[config.mk]
export PLATFORM = sky130hd
export DESIGN_NAME = rr_bus_mux
export DESIGN_NICKNAME = d
export VERILOG_FILES = /design/src/rtl/rr_bus_mux.sv
export SDC_FILE = /design/constraint.sdc
export NUM_CORES = 1
export LEC_CHECK = 0
export ABC_AREA = 0
export CAP_MARGIN = 20
export CORE_UTILIZATION = 40
export CTS_CLUSTER_SIZE = 40
export DETAILED_ROUTE_END_ITERATION = 8
export PLACE_DENSITY = 0.84
export SLEW_MARGIN = 20
export SYNTH_ARGS = -nofsm -noshare
export SYNTH_HDL_FRONTEND = slang
export SYNTH_SLANG_ARGS = --single-unit
[constraint.sdc]
create_clock -name CLK -period 4.6 [get_ports CLK]
set_input_delay 1.38 -clock CLK [delete_from_list [all_inputs] [get_ports CLK]]
set_output_delay 1.38 -clock CLK [all_outputs]
set_load 0.02 [all_outputs]
[src/rtl/rr_bus_mux.sv]
// Round-robin N:1 bus multiplexer with a single registered output stage and
// a valid/ready handshake toward the bus consumer.
module rr_bus_mux #(
  parameter int WIDTH = 8,
  parameter int N     = 4,
  localparam int SELW = (N > 1) ? $clog2(N) : 1
) (
  input  logic               CLK,
  input  logic               RST,
  input  logic [N-1:0]       REQ,
  input  logic [N*WIDTH-1:0] DATA,
  input  logic               READY,
  output logic [N-1:0]       GNT,
  output logic [WIDTH-1:0]   Z,
  output logic [SELW-1:0]    SEL,
  output logic               VALID
);

  logic [SELW-1:0] ptr;
  logic [SELW-1:0] win;
  logic [SELW-1:0] ptr_next;
  logic            load;
  logic            found;
  int              idx;

  // The output stage can take a new word when empty or being drained this edge.
  assign load = !VALID || READY;

  // Scan from the pointer upward with wrap; the first requester wins.
  // Reset gates the scan so no grant is ever shown while RST is high.
  always_comb begin
    found = 1'b0;
    win   = '0;
    idx   = 0;
    if (!RST && load) begin
      for (int k = 0; k < N; k++) begin
        idx = int'(ptr) + k;
        if (idx >= N) idx = idx - N;
        if (!found && REQ[idx] == 1'b1) begin
          found = 1'b1;
          win   = SELW'(idx);
        end
      end
    end
  end

  // Explicit compare against N-1 keeps the wrap correct for non-power-of-2 N.
  assign ptr_next = (int'(win) == N - 1) ? '0 : win + 1'b1;

  for (genvar gi = 0; gi < N; gi++) begin : g_gnt
    assign GNT[gi] = found && (win == SELW'(gi));
  end

  always_ff @(posedge CLK or posedge RST) begin
    if (RST) begin
      Z     <= '0;
      SEL   <= '0;
      VALID <= 1'b0;
      ptr   <= '0;
    end else if (load) begin
      if (found) begin
        Z     <= DATA[int'(win)*WIDTH +: WIDTH];
        SEL   <= win;
        VALID <= 1'b1;
        ptr   <= ptr_next;
      end else begin
        VALID <= 1'b0;
      end
    end
  end

endmodule

==> results_dict.tcl <==
set metrics [dict create \
    dp.cells 185 \
    cp-startpoint "READY" \
    grt_usage_pct 25.31 \
    antenna_found_initial 0 \
    synth_seq_cells 13 \
    core_area_um2 2062 \
    vias 966 \
    syn_area_um2 918.4 \
    syn_inst 95 \
    status "completed" \
    syn_area_per_cell_um2 9.667 \
    clockBufferDepth 2 \
    synthDistinctLibCells 32 \
    dr.pass1.iters 4 \
    layout-area-overhead-vs-synth_pct 74.25 \
    row_count 16 \
    worst_r2r_path_depth 6 \
    required_ns 3.22 \
    yosysSeqAreaShare_pct 35.42 \
    drive_gt1_share_pct 18.52 \
    critical_path_class "in -> out" \
    p_leak_nw 0.7780 \
    ant_nets 0 \
    maxCapViolations 0 \
    vias_per_cell 5.111 \
    yosys_warnings 0 \
    p_per_area_nw_per_um2 355.5 \
    grt_pass1_vias 1011 \
    ios 54 \
    io_buffers 53 \
    hold_depth 2 \
    drt_iter0_drc 9 \
    slew_headroom_pct 63.82 \
    hold_class "reg -> reg" \
    synth_simple_gate_area_share_pct 21.53 \
    grt_pass1_wl_um 4616 \
    slew_viol_final 0 \
    grt_max_degree 14 \
    wire_per_inst_um 15.39 \
    period_share_pct 96.09 \
    rr_startpoint "ptr[0]" \
    clk_latency_ns 0.28 \
    timing.reg2reg.setup_slack_ns 2.69 \
    synth_fa_ha_area_share_pct 5.450 \
    setup_ws_ns 0.1797 \
    reg2reg_to "Z[7]" \
    final_util_pct 77.61 \
    die_x_um 49.92 \
    start_util_pct 44.54 \
    hold_start "Z[6]" \
    crit_end "GNT[0]" \
    synth_fp_nets 138 \
    synth_top_family_by_area "simple AND/OR/NAND/NOR gates" \
    max_freq_mhz 226.2 \
    die-area_um2 2492 \
    tns_ns 0 \
    critPathArrivalTime_ns 3.04 \
    setup_viol 0 \
    numCtsBuffers 3 \
    rsz0062_at_grt "false" \
    end_kind "output pin" \
    place.gp.congestion 0.8424 \
    totalWireLength_um 2909 \
    dp_hpwl_um 2439 \
    tightestPinTransition_ns 0.5411 \
    fin_skew_ns 0.001141 \
    dp_slack_ns -0.2499 \
    critPathLaunchType "primary input" \
    die_h_um 49.92 \
    num-fill-cells 150 \
    fin_nets 206 \
    seq_area_um2 325.3 \
    grt_overflow 0 \
    ir_drop_mv 0.2846 \
    multi_input_area_um2 560.5 \
    period_needed_ns 4.420 \
    layout.cells.non_filler 189 \
    cts-htree-levels 1 \
    hold_viol 0 \
    synth_compound_area_share_pct 15.94 \
    cts.sinks 13 \
    drc_errors 0 \
    cp_max_fo 3 \
    root_buffer "clkbuf_4" \
    synthXorXnorAreaFrac_pct 0 \
    diodes 0 \
    clk_pin_slew_ns 0.09 \
    cts_tree "done" \
    synth.mux.area_fraction_pct 17.44 \
    cts_setup_buffers 0 \
]
[repair_timing]
item                                    CTS  global route
gates resized for setup                   8             8
hold buffers                              0             0
endpoints found under the setup margin    4             4
cloned                                    0             0
pin swaps                                 0             2
[flip-flops by register name (all words and copies together), names as in the netlist]
name   count
SEL        2
VALID      1
Z          8
ptr        2
[cell usage in the layout, fill, tap and decap left out, types with 2 or more instances in the layout]
cell type	count
o221ai_1	4
clkdlybuf4s15_2	2
nor2_1	8
nor2b_1	4
a221oi_2	4
and2_1	4
dlymetal6s2s_1	4
clkdlybuf4s50_1	45
ha_1	4
inv_1	2
dfrtp_1	13
mux2i_1	16
nand2_1	14
clkbuf_4	3
buf_4	14
[routing by layer]
layer  part of all wire, %  track usage, %  vias up
li1                      -               -      471
met1                    43           29.71      469
met2                    52           46.17       22
met3                   3.2           2.160        4
met4                   1.2           10.95        0
met5                     0               0        -
[worst min-delay path by stage]
| stage | end | slack (ns) |
|---|---|---|
| 6_report | Z[6] | 0.49 |
| 5_1_grt | Z[6] | 0.52 |
| 4_1_cts | SEL[0] | 0.49 |
| 3_5_place_dp | SEL[0] | 0.47 |
| 3_3_place_gp | SEL[0] | 0.46 |
| 2_1_floorplan | ptr[1] | 0.49 |
[final cells by class]
type	instances	share of cell area, %
Timing Repair Buffer	67	40.19
Multi-Input combinational cell	75	35.03
Sequential cell	13	20.33
Tap cell	27	2.111
Clock buffer	4	1.642
Inverter	3	0.7037
[synth_stat cells]
master	count	share of area [%]
mux2i_1	16	17
nand2_1	14	5.7
dfrtp_1	13	35
nor2_1	8	3.3
a221oi_2	4	6.5
and2_1	4	2.7
ha_1	4	5.4
nor2b_1	4	2.7
o221ai_1	4	3.8
inv_1	2	0.82
a21boi_1	1	0.82
a21o_1	1	0.82
and3_1	1	0.68
buf_2	1	0.54
buf_4	1	0.82
buf_6	1	1.2
clkbuf_1	1	0.41
inv_2	1	0.41
nand2_2	1	0.68
nand2b_1	1	0.68
nand3b_1	1	0.82
nand4_1	1	0.68
nor2_2	1	0.68
nor2b_2	1	0.95
nor3_1	1	0.54
nor4_1	1	0.68
o21a_1	1	0.82
o21ai_0	1	0.54
o21ai_1	1	0.54
o21bai_1	1	0.82
o21bai_2	1	1.2
or3_1	1	0.68
[cell families (layout without fill, tap and decap cells)]
kind of cell,after synthesis,after routing
mux,16,16
fa+ha+maj,4,4
compound gates,15,15
buf+inv,7,74
flops,13,13
simple gates,40,40
[power breakdown]
part | total (mW) | leakage (nW) | switching (mW) | internal, mW
clock network | 0.0753 | 0.0150 | 0.0416 | 0.0336
registers | 0.174 | 0.154 | 0.0245 | 0.150
logic | 0.320 | 0.610 | 0.153 | 0.166
[stage by stage]
stage          hold WS (ns)  power [mW]  area (um2)
2_1_floorplan        0.4929      0.3464       918.4
3_3_place_gp         0.4631      0.4859        1560
3_5_place_dp         0.4707      0.4974        1560
4_1_cts              0.4915      0.5725        1587
5_1_grt              0.5156      0.5967        1600
6_report             0.4921      0.5689        1600
[worst max-delay path: stages]
cell and delay (ns):
clkdlybuf4s50_1 0.46, nor2b_1 0.06, nor3_1 0.28, nand2_1 0.13, buf_4 0.17, ha_1 0.19
and2_1 0.14, clkdlybuf4s15_2 0.25
No activity file was read; power rests on OpenSTA's default activity.
